--- src/rtl/tt_harness_pkg.sv ---
// Shared types and constants for the TinyTapeout multi-core harness.
// Holds the state encoding, LFSR/MISR polynomials and seeds, and the marker bytes shown on the pins.
package tt_harness_pkg;

    typedef enum logic [2:0] {
        SAMPLE   = 3'd0,
        CORE_RST = 3'd1,
        RUN      = 3'd2,
        SIG      = 3'd3,
        DONE     = 3'd4,
        ERROR    = 3'd5
    } state_t;

    localparam logic [7:0]  LFSR_POLY = 8'hB8;
    localparam logic [7:0]  LFSR_SEED = 8'h01;
    localparam logic [15:0] MISR_POLY = 16'h1021;
    localparam logic [15:0] MISR_SEED = 16'h0000;
    localparam logic [7:0]  DONE_MARK = 8'hA5;
    localparam logic [7:0]  ERR_MARK  = 8'hEE;

    // Right-shifting Galois form of x^8+x^6+x^5+x^4+1.
    function automatic logic [7:0] lfsr_next(input logic [7:0] cur);
        return (cur >> 1) ^ (cur[0] ? LFSR_POLY : 8'h00);
    endfunction

endpackage

--- src/rtl/tt_harness_misr.sv ---
// 16-bit CRC-CCITT style MISR: one update per cycle while en is high, clr reloads the seed (clr wins).
// Latency: signature reflects the data one cycle after it is presented; no backpressure.
module tt_harness_misr
    import tt_harness_pkg::*;
(
    input  logic        clk,
    input  logic        rst_n,
    input  logic        en,
    input  logic        clr,
    input  logic [7:0]  d_lo,
    input  logic [7:0]  d_hi,
    output logic [15:0] sig
);

    logic [15:0] misr_q;
    logic [15:0] misr_d;

    always_comb begin
        misr_d = misr_q;
        if (clr) begin
            misr_d = MISR_SEED;
        end else if (en) begin
            misr_d = {misr_q[14:0], 1'b0}
                   ^ (misr_q[15] ? MISR_POLY : 16'h0000)
                   ^ {d_hi, d_lo};
        end
    end

    always_ff @(posedge clk or negedge rst_n) begin
        if (!rst_n) begin
            misr_q <= MISR_SEED;
        end else begin
            misr_q <= misr_d;
        end
    end

    assign sig = misr_q;

endmodule

--- src/rtl/tt_core_harness.sv ---
// Selects one of NUM_CORES cores at reset release, stretches its reset, then runs pass-through or LFSR/MISR self-test (HARNESS_MISR_UIO_EN also folds core uio into the MISR).
// Latency: RUN is combinational, core reset releases 1+RST_STRETCH cycles after rst_n; no backpressure, ena low freezes all state.
module tt_core_harness
    import tt_harness_pkg::*;
#(
    parameter int NUM_CORES   = 4,
    parameter int SIG_CYCLES  = 256,
    parameter int RST_STRETCH = 2
) (
    input  logic                     clk,
    input  logic                     rst_n,
    input  logic                     ena,
    input  logic [7:0]               ui_in,
    output logic [7:0]               uo_out,
    input  logic [7:0]               uio_in,
    output logic [7:0]               uio_out,
    output logic [7:0]               uio_oe,
    output logic [8*NUM_CORES-1:0]   core_ui,
    output logic [8*NUM_CORES-1:0]   core_uio_in,
    input  logic [8*NUM_CORES-1:0]   core_uo,
    input  logic [8*NUM_CORES-1:0]   core_uio_out,
    input  logic [8*NUM_CORES-1:0]   core_uio_oe,
    output logic [NUM_CORES-1:0]     core_rst_n,
    output logic [NUM_CORES-1:0]     core_ena
);

    localparam int SEL_W = (NUM_CORES <= 2) ? 1 : $clog2(NUM_CORES);
    localparam int CNT_W = 16;

    state_t             state_q, state_d;
    logic [SEL_W-1:0]   sel_q, sel_d;
    logic               mode_q, mode_d;
    logic [CNT_W-1:0]   cnt_q, cnt_d;
    logic [7:0]         lfsr_q, lfsr_d;
    logic [NUM_CORES-1:0] core_rst_n_q, core_rst_n_d;

    logic [7:0]  sel_uo;
    logic [7:0]  sel_uio_out;
    logic [7:0]  sel_uio_oe;
    logic [7:0]  misr_hi;
    logic [15:0] misr_sig;
    logic        misr_en;
    logic        misr_clr;

    always_comb begin
        sel_uo      = 8'h00;
        sel_uio_out = 8'h00;
        sel_uio_oe  = 8'h00;
        for (int i = 0; i < NUM_CORES; i++) begin
            if (sel_q == SEL_W'(i)) begin
                sel_uo      = core_uo[8*i +: 8];
                sel_uio_out = core_uio_out[8*i +: 8];
                sel_uio_oe  = core_uio_oe[8*i +: 8];
            end
        end
    end

    // Next-state logic; every register holds while ena is low.
    always_comb begin
        state_d = state_q;
        sel_d   = sel_q;
        mode_d  = mode_q;
        cnt_d   = cnt_q;
        lfsr_d  = lfsr_q;
        if (ena) begin
            case (state_q)
                SAMPLE: begin
                    sel_d  = ui_in[SEL_W-1:0];
                    mode_d = ui_in[7];
                    cnt_d  = '0;
                    if (int'(ui_in[SEL_W-1:0]) >= NUM_CORES) begin
                        state_d = ERROR;
                    end else begin
                        state_d = CORE_RST;
                    end
                end
                CORE_RST: begin
                    if (cnt_q == CNT_W'(RST_STRETCH - 1)) begin
                        cnt_d   = '0;
                        state_d = mode_q ? SIG : RUN;
                    end else begin
                        cnt_d = cnt_q + 1'b1;
                    end
                end
                SIG: begin
                    cnt_d = cnt_q + 1'b1;
                    // The final stimulus stays on the core once the signature is frozen.
                    if (cnt_q == CNT_W'(SIG_CYCLES - 1)) begin
                        state_d = DONE;
                    end else begin
                        lfsr_d = lfsr_next(lfsr_q);
                    end
                end
                default: begin
                end
            endcase
        end
    end

    always_comb begin
        core_rst_n_d = core_rst_n_q;
        if (ena) begin
            core_rst_n_d = '0;
            if (state_d == RUN || state_d == SIG || state_d == DONE) begin
                for (int i = 0; i < NUM_CORES; i++) begin
                    core_rst_n_d[i] = (sel_d == SEL_W'(i));
                end
            end
        end
    end

    always_ff @(posedge clk or negedge rst_n) begin
        if (!rst_n) begin
            state_q      <= SAMPLE;
            sel_q        <= '0;
            mode_q       <= 1'b0;
            cnt_q        <= '0;
            lfsr_q       <= LFSR_SEED;
            core_rst_n_q <= '0;
        end else begin
            state_q      <= state_d;
            sel_q        <= sel_d;
            mode_q       <= mode_d;
            cnt_q        <= cnt_d;
            lfsr_q       <= lfsr_d;
            core_rst_n_q <= core_rst_n_d;
        end
    end

    assign core_rst_n = core_rst_n_q;

`ifdef HARNESS_MISR_UIO_EN
    assign misr_hi = sel_uio_out & sel_uio_oe;
`else
    assign misr_hi = 8'h00;
`endif

    assign misr_en  = ena && (state_q == SIG);
    assign misr_clr = ena && (state_q == SAMPLE);

    tt_harness_misr u_misr (
        .clk   (clk),
        .rst_n (rst_n),
        .en    (misr_en),
        .clr   (misr_clr),
        .d_lo  (sel_uo),
        .d_hi  (misr_hi),
        .sig   (misr_sig)
    );

    // Pin and per-core drive; unselected cores always see zeros.
    always_comb begin
        uo_out      = 8'h00;
        uio_out     = 8'h00;
        uio_oe      = 8'h00;
        core_ui     = '0;
        core_uio_in = '0;
        core_ena    = '0;
        for (int i = 0; i < NUM_CORES; i++) begin
            if (sel_q == SEL_W'(i)) begin
                case (state_q)
                    CORE_RST: begin
                        core_ena[i] = ena;
                    end
                    RUN: begin
                        core_ena[i]           = ena;
                        core_ui[8*i +: 8]     = ui_in;
                        core_uio_in[8*i +: 8] = uio_in;
                    end
                    SIG, DONE: begin
                        core_ena[i]           = ena;
                        core_ui[8*i +: 8]     = lfsr_q;
                        core_uio_in[8*i +: 8] = ~lfsr_q;
                    end
                    default: begin
                    end
                endcase
            end
        end
        case (state_q)
            RUN: begin
                uo_out  = sel_uo;
                uio_out = sel_uio_out;
                uio_oe  = sel_uio_oe;
            end
            DONE: begin
                uo_out  = ui_in[0] ? misr_sig[15:8] : misr_sig[7:0];
                uio_out = DONE_MARK;
                uio_oe  = 8'hFF;
            end
            ERROR: begin
                uo_out = ERR_MARK;
            end
            default: begin
            end
        endcase
    end

endmodule

--- config.mk ---
export PLATFORM = sky130hd
export DESIGN_NAME = tt_core_harness
export DESIGN_NICKNAME = d
export VERILOG_FILES = /design/src/rtl/tt_harness_pkg.sv /design/src/rtl/tt_harness_misr.sv /design/src/rtl/tt_core_harness.sv
export SDC_FILE = /design/constraint.sdc
export NUM_CORES = 1
export LEC_CHECK = 0
export CAP_MARGIN = 20
export CORE_MARGIN = 2
export CORE_UTILIZATION = 39
export DETAILED_ROUTE_END_ITERATION = 6
export PLACE_DENSITY = 0.81
export SLEW_MARGIN = 20
export SYNTH_ARGS = -nofsm -noshare
export SYNTH_HDL_FRONTEND = slang
export SYNTH_SLANG_ARGS = --single-unit
export TNS_END_PERCENT = 20
--- constraint.sdc ---
create_clock -name clk -period 2.3 [get_ports clk]
set_input_delay 0.23 -clock clk [delete_from_list [all_inputs] [get_ports clk]]
set_output_delay 0.23 -clock clk [all_outputs]
set_load 0.005 [all_outputs]
==> metrics, run 1 <==
result of the run=complete, but fails checks; violated checks=hold timing, setup timing; count of state elements after synthesis=50; peak fanout along the critical path=9; number of buffers inserted by hold repair at cts=0; chain of cells forming the critical path=buf_6 > nor2_4 > buf_12 > a22oi_2 > nor2_1 > clkdlybuf4s50_1; Lkg Pwr=3.95 nW; count of input and output buffers=210; non-filler cells in the finished layout=759; register clock-pin slew on the reported worst setup and hold paths=0.09 ns; Synth Warn #=0; Peak VDD IR=0.376 mV; maximum buffer depth of the clock tree=2; post-synth net total=534; count of flip-flops with a built-in enable after synthesis=0; Area growth, synth to finish=74.0%; clock tree from TritonCTS=yes; power density normalized to cell area=293 nW/um^2; number of global-route vias before repair=4001; area of the core=9330 um^2; launching element type of the critical path=register; initial antenna violation count=0; least setup slack across all paths after layout=-0.0419 ns; CP max stage cell=sky130_fd_sc_hd__clkdlybuf4s50_1; Netlist Area Pre-Place=3770 um^2; part of the Yosys area used for sequential elements=0.332; Root Driver=sky130_fd_sc_hd__clkbuf_8; total CTS buffers=5; total number of H-tree levels=2; die area=10500 um^2; maximum single-stage delay on the critical path=0.52 ns; Final Hold Vio Count=31; fraction of layout instances using a drive strength above 1=0.162; kind of cell adding the most delay to the critical path=buffers and inverters; CP Class=register to primary output; via density per instance=5.40; fraction of the core area covered by cells at the end of the flow=0.704; die width=102 um; Period Utilization, post-route=1.02; Gate Count Post-Synth=417; total DRC errors in the routed layout=0; number of vias after detailed routing=4096; detailed-routing iteration count for the pre-antenna-repair pass=4; combinational share of power=0.203; drt initial violations=216; total number of placement rows=35; Final Setup Violations=7; internal cell power=1.43 mW; final clock skew=0.00792 ns; flip-flop cell with the highest count after synthesis=sky130_fd_sc_hd__dfrtp_1; wire length reported by the detailed router=14500 um; headroom to the max-slew limit=0.494; total instance count after detailed placement=746; switching power share of the total=0.258; remaining number of nets flagged by the antenna check after routing=0; flop2flop setup slack=0.18 ns; die height=102 um; diodes inserted=0; final global-route overflow total=0; wire length per cell after detailed routing=19.1 um; Final #Nets=746; Bufs and invs on worst path=3; Worst EP arrival=2.11 ns; pin count of the biggest net entering global routing=34; average footprint of a synthesized cell=9.05 um^2; count of final max-slew check failures=0; IO Pins=211; slew at the pin with the worst max-slew slack=0.754 ns; share of synthesized flip-flops with an asynchronous set or reset=1.00; count of different cell masters after synthesis=54; insertion delay to the later sink of the worst-skew pair=0.31 ns; final std cell area, no fill=6560 um^2; timing-limited maximum frequency=427 MHz; Hold Path Class=input port to async pin; initial core utilization=0.404; share of power burned in the clock network=0.285; clock sink count=50; dpl hpwl=11100 um; share of power burned in registers=0.512; global placement routability congestion=0.855; Req. time, crit path=2.07 ns; endpoint class of the critical path=primary output; crit path time final=2.34 ns; switching power=0.495 mW; maxcap violations=0; Total Routing Usage GR=0.257; setup repair after global routing missed its margin=true; Final Power=1.92 mW; wire length of the first global-routing pass=20900 um; area of placed instances=6050 um^2; tightest hold margin=-0.0247 ns
==> logic make-up after synthesis <==
| group | Yosys count | share of synthesized area |
|---|---|---|
| simple gates | 181 | 0.224 |
| compound gates | 90 | 0.164 |
| flops | 50 | 0.332 |
| mux | 40 | 0.188 |
| buf+inv | 38 | 0.0491 |
| xor+xnor | 16 | 0.0371 |
| fa+ha+maj | 2 | 0.00663 |
==> layout by cell type (no fill, tap or decap), types with 2 or more instances in the layout <==
master,n
sky130_fd_sc_hd__and3_1,2
sky130_fd_sc_hd__nand2b_1,2
sky130_fd_sc_hd__a21oi_1,9
sky130_fd_sc_hd__inv_1,9
sky130_fd_sc_hd__a2bb2oi_2,8
sky130_fd_sc_hd__nor4_1,4
sky130_fd_sc_hd__or4_1,2
sky130_fd_sc_hd__nor4_2,2
sky130_fd_sc_hd__buf_4,16
sky130_fd_sc_hd__nand3_1,9
sky130_fd_sc_hd__nand2b_4,4
sky130_fd_sc_hd__mux2i_1,10
sky130_fd_sc_hd__dlymetal6s2s_1,71
sky130_fd_sc_hd__o32ai_1,2
sky130_fd_sc_hd__mux2_2,6
sky130_fd_sc_hd__o22ai_1,4
sky130_fd_sc_hd__dlygate4sd2_1,5
sky130_fd_sc_hd__a22oi_2,8
sky130_fd_sc_hd__ha_1,2
sky130_fd_sc_hd__o31ai_1,4
sky130_fd_sc_hd__nand4_1,3
sky130_fd_sc_hd__nor3b_1,3
sky130_fd_sc_hd__dfrtp_1,48
sky130_fd_sc_hd__a21o_1,12
sky130_fd_sc_hd__and2_1,4
sky130_fd_sc_hd__clkbuf_8,6
sky130_fd_sc_hd__o21ai_4,2
sky130_fd_sc_hd__mux4_2,24
sky130_fd_sc_hd__clkdlybuf4s50_1,133
sky130_fd_sc_hd__or3_1,2
sky130_fd_sc_hd__nand2_1,51
sky130_fd_sc_hd__and4_1,2
sky130_fd_sc_hd__nor2_1,78
sky130_fd_sc_hd__o21ai_0,22
sky130_fd_sc_hd__xnor2_1,15
sky130_fd_sc_hd__buf_12,4
sky130_fd_sc_hd__a22o_1,7
sky130_fd_sc_hd__o21ai_1,5
==> Yosys cell counts, types with 3 or more instances <==
master	number	area (um^2)
sky130_fd_sc_hd__nor3b_1	3	22.5
sky130_fd_sc_hd__a22oi_1	8	60.1
sky130_fd_sc_hd__mux4_2	24	541
sky130_fd_sc_hd__and2_1	4	25.0
sky130_fd_sc_hd__o21ai_1	5	25.0
sky130_fd_sc_hd__nand3_1	10	50.1
sky130_fd_sc_hd__nand2_1	53	199
sky130_fd_sc_hd__a2bb2oi_1	8	70.1
sky130_fd_sc_hd__nand4_1	3	18.8
sky130_fd_sc_hd__inv_1	9	33.8
sky130_fd_sc_hd__mux2i_1	10	100
sky130_fd_sc_hd__a22o_1	7	61.3
sky130_fd_sc_hd__mux2_2	6	67.6
sky130_fd_sc_hd__o22ai_1	4	25.0
sky130_fd_sc_hd__nand2b_1	5	31.3
sky130_fd_sc_hd__buf_4	4	30.0
sky130_fd_sc_hd__o21ai_0	23	115
sky130_fd_sc_hd__a21oi_1	9	45.0
sky130_fd_sc_hd__xnor2_1	15	131
sky130_fd_sc_hd__nor4_1	4	25.0
sky130_fd_sc_hd__buf_2	10	50.1
sky130_fd_sc_hd__a21o_1	12	90.1
sky130_fd_sc_hd__nor2_1	80	300
sky130_fd_sc_hd__dfrtp_1	49	1230
sky130_fd_sc_hd__clkbuf_1	11	41.3
sky130_fd_sc_hd__o31ai_1	4	30.0
==> sequential cells by signal (all words and copies together), names as in the netlist <==
signal	flops
sel_q	2
mode_q	1
u_misr.sig	16
state_q	3
core_rst_n	4
cnt_q	16
lfsr_q	8
==> path summary, 6_finish.rpt <==
path,from,endpoint,depth (start not counted)
worst min-delay path,rst_n,cnt_q[12],1
worst min register to register,mode_q,mode_q,1
worst max-delay path,state_q[2],core_ui[26],6
min in group clk,mode_q,mode_q,1
worst max register to register,cnt_q[0],lfsr_q[6],5
max in group asynchronous,rst_n,u_misr.sig[11],2
==> area by class of cell <==
cell class	count	area, um^2
clock inverters	1	5.00
well taps	129	161
inverters	10	37.5
clock buffers	7	86.3
flip-flops and latches	50	1250
repair buffers	233	2530
multi-input cells	329	2490
fillers	666	2760
==> power groups by stage <==
stage	Clock, mW	Sequential (mW)	Combinational, mW
final	0.547	0.985	0.391
after global routing	0.594	0.995	0.425
after CTS	0.546	0.982	0.391
after detailed placement	0	0.999	0.387
after global placement	0	0.992	0.378
after floorplan	0	0.983	0.148
==> what timing repair did <==
action	CTS	global route
gates cloned	1	1
pin swaps	2	7
setup buffers	3	0
endpoints found under the setup margin	77	87
resized for setup	32	80
==> per-layer routing <==
| layer | share of wire | track usage | up-vias |
|---|---|---|---|
| li1 | - | - | 1918 |
| met1 | 0.39 | 0.321 | 1980 |
| met2 | 0.51 | 0.440 | 169 |
| met3 | 0.078 | 0.0684 | 29 |
| met4 | 0.026 | 0.0738 | 0 |
| met5 | 0 | 0 | - |
==> stage by stage <==
step / setup slack [ns] / hold WS, ns / setup TNS [ns]
detailed placement: 0.190 / 0.334 / 0
global placement: 0.172 / 0.324 / 0
CTS: -0.0441 / 0.00198 / -0.196
finish: -0.0419 / -0.0247 / -0.141
floorplan: 0.605 / -0.0656 / 0
global route: -0.136 / 0.0340 / -1.08
Note: power is estimated with default switching activity, not from simulation.
==> run 2: changes to the inputs <==
--- a/config.mk
+++ b/config.mk
@@ -8,6 +8,7 @@
 export CAP_MARGIN = 20
 export CORE_MARGIN = 2
 export CORE_UTILIZATION = 39
+export CTS_CLUSTER_DIAMETER = 60
 export DETAILED_ROUTE_END_ITERATION = 6
 export PLACE_DENSITY = 0.81
 export SLEW_MARGIN = 20
==> results of run 2 <==
No change in the layout: final DEF, timing and power equal those of run 1.
==> run 3: changes to the inputs <==
==> constraint.sdc (replaced) <==
create_clock -name clk -period 2.65 [get_ports clk]
set_input_delay 0.265 -clock clk [delete_from_list [all_inputs] [get_ports clk]]
set_output_delay 0.265 -clock clk [all_outputs]
set_load 0.005 [all_outputs]
==> run 3 against run 2 <==
  * Die area did not move
  * Critical path type unchanged
  * The flow now finishes without violations
  * Critical endpoint is now core_ui[15]
  * Hold slack improved by 0.46 ns
  * Critical path depth rose by 1
  * Combinational power fell by 13%
  * Register-to-register slack improved by 0.37 ns
  * First-iteration DRC count rose by 44%
  * Final area fell by 6.0%
  * Setup slack improved by 0.093 ns
  * Core utilization fell by 4.2 points
  * Sequential share of layout area rose by 1.2 points
==> metrics, run 3 (synthesized netlist as in run 1, its figures left out) <==
crit path time final=2.60 ns; die width=102 um (unchanged); Req. time, crit path=2.38 ns (+0.31 ns); power density normalized to cell area=281 nW/um^2 (-4.2%); Final Setup Violations=0 (-7); share of power burned in registers=0.491 (-0.021); die area=10500 um^2 (unchanged); wire length per cell after detailed routing=17.9 um (-6.2%); clock tree from TritonCTS=yes; switching power share of the total=0.244 (-0.0134); endpoint class of the critical path=primary output; CP Class=register to primary output; count of final max-slew check failures=0 (unchanged); insertion delay to the later sink of the worst-skew pair=0.31 ns (about the same); detailed-routing iteration count for the pre-antenna-repair pass=5 (+1); drt initial violations=311 (+44%); worst setup path startpoint=state_q[1]; timing-limited maximum frequency=385 MHz; maxcap violations=0 (unchanged); flop2flop setup slack=0.55 ns (+0.37 ns); total number of H-tree levels=2 (unchanged); fraction of layout instances using a drive strength above 1=0.124 (-0.0375); area of the core=9330 um^2 (unchanged); via density per instance=5.36 (-0.71%); diodes inserted=0 (unchanged); switching power=0.423 mW (-15%); count of input and output buffers=210 (unchanged); least setup slack across all paths after layout=0.0515 ns (+0.0934 ns); Lkg Pwr=2.47 nW (-38%); Final Power=1.73 mW (-9.9%); depth of the most critical reg-to-reg path=4 (-1); wire length reported by the detailed router=13400 um (-7.5%); setup repair after global routing missed its margin=true; fraction of the core area covered by cells at the end of the flow=0.662 (-0.0420); source of the worst register-to-register timing path=cnt_q[9]; initial core utilization=0.404 (unchanged); Final Hold Vio Count=0 (-100%); result of the run=finished clean; final global-route overflow total=0 (unchanged); total DRC errors in the routed layout=0 (unchanged); total CTS buffers=5 (unchanged); number of vias after detailed routing=4008 (-2.1%); internal cell power=1.31 mW (-8.2%); launching element type of the critical path=register; global placement routability congestion=0.854 (-0.14%); initial antenna violation count=0 (unchanged); peak fanout along the critical path=33 (+24); Final #Nets=735 (-1.5%); headroom to the max-slew limit=0.481 (-0.0134); die height=102 um (unchanged); Post-Place Worst Slack=0.325 ns (+0.135 ns); slew at the pin with the worst max-slew slack=0.774 ns (+0.0200 ns); Root Driver=sky130_fd_sc_hd__clkbuf_8; most common library cell in the layout ignoring fill and taps=sky130_fd_sc_hd__clkdlybuf4s50_1; total number of placement rows=35 (unchanged); Peak VDD IR=0.320 mV (-15%); wire length of the first global-routing pass=20400 um (-2.4%); combinational share of power=0.195 (-0.008); r2r endpoint=lfsr_q[1]; Period Utilization, post-route=0.981; Total Routing Usage GR=0.250 (-0.00729); number of global-route vias before repair=3879 (-3.0%); register clock-pin slew on the reported worst setup and hold paths=0.09 ns (about the same); pin count of the biggest net entering global routing=34 (unchanged); share of power burned in the clock network=0.314 (+0.029); commonest cells after routing, fill and taps aside=209 x sky130_fd_sc_hd__clkdlybuf4s50_1, 79 x sky130_fd_sc_hd__nor2_1, 52 x sky130_fd_sc_hd__nand2_1, 47 x sky130_fd_sc_hd__dfrtp_1, 24 x sky130_fd_sc_hd__mux4_2; remaining number of nets flagged by the antenna check after routing=0 (unchanged); maximum buffer depth of the clock tree=2 (unchanged); final clock skew=0.00545 ns (-0.00247 ns); clock sink count=50 (unchanged); Hold Path Class=input port to async pin; Worst EP arrival=2.33 ns (+0.22 ns); Area growth, synth to finish=63.6%; dpl hpwl=10700 um (-3.5%); IO Pins=211 (unchanged)
-- run 3: area by class of cell --
cell class | instances | area [um^2]
Fill cell | 740 | 3160
Multi-Input combinational cell | 329 | 2390
Timing Repair Buffer | 222 | 2210
Sequential cell | 50 | 1250
Tap cell | 129 | 161
Clock buffer | 6 | 72.6
Clock inverter | 2 | 37.5
Inverter | 10 | 37.5
-- run 3: worst max-delay path by stage --
stage	end	slack (ns)	depth (start not counted)
3_3_place_gp	core_ena[0]	0.39	4
3_5_place_dp	core_uio_in[19]	0.33	6
5_1_grt	core_ui[15]	-0.09	7
2_1_floorplan	core_uio_in[16]	0.92	6
6_report	core_ui[15]	0.05	7
4_1_cts	core_uio_in[26]	0.002	6
-- run 3: per-stage QoR --
step	hold slack, ns	cell area [um^2]	cells	TNS (ns)
detailed placement	0.248	5990	739	0
global route	0.475	6170	748	-1.70
CTS	0.442	6120	748	0
finish	0.439	6170	748	0
global placement	0.233	5990	739	0
floorplan	-0.0306	3770	417	0
-- run 3: metal layers --
metal  up-vias  wire, um  GRT usage
li1       1902         -          -
met1      1940      5210      0.324
met2       155      6850      0.432
met3        11      1180     0.0513
met4         0       133     0.0574
met5         -         0          0
-- run 3: critical path: stages, from the launching register on --
cell and delay [ns]:
sky130_fd_sc_hd__dfrtp_1 0.38, sky130_fd_sc_hd__buf_4 0.19, sky130_fd_sc_hd__nand2b_1 0.16, sky130_fd_sc_hd__nor2_2 0.07, sky130_fd_sc_hd__buf_12 0.17, sky130_fd_sc_hd__a22oi_1 0.48, sky130_fd_sc_hd__nor2_1 0.09, sky130_fd_sc_hd__clkdlybuf4s50_1 0.48
-- run 3: repair_timing --
| item | 4_1_cts | 5_1_grt |
|---|---|---|
| setup endpoints to repair | 3 | 60 |
| resized for setup | 1 | 9 |
| hold buffers | 1 | 0 |
| endpoints found under the hold margin | 18 | 0 |
| buffers inserted | 0 | 0 |
-- run 3: power groups by stage --
| stage | Clock [mW] | Combinational (mW) | Sequential, mW |
|---|---|---|---|
| final | 0.544 | 0.339 | 0.850 |
| after detailed placement | 0 | 0.338 | 0.865 |
| after global routing | 0.594 | 0.368 | 0.862 |
| after CTS | 0.556 | 0.341 | 0.849 |
| after global placement | 0 | 0.327 | 0.862 |
| after floorplan | 0 | 0.128 | 0.853 |
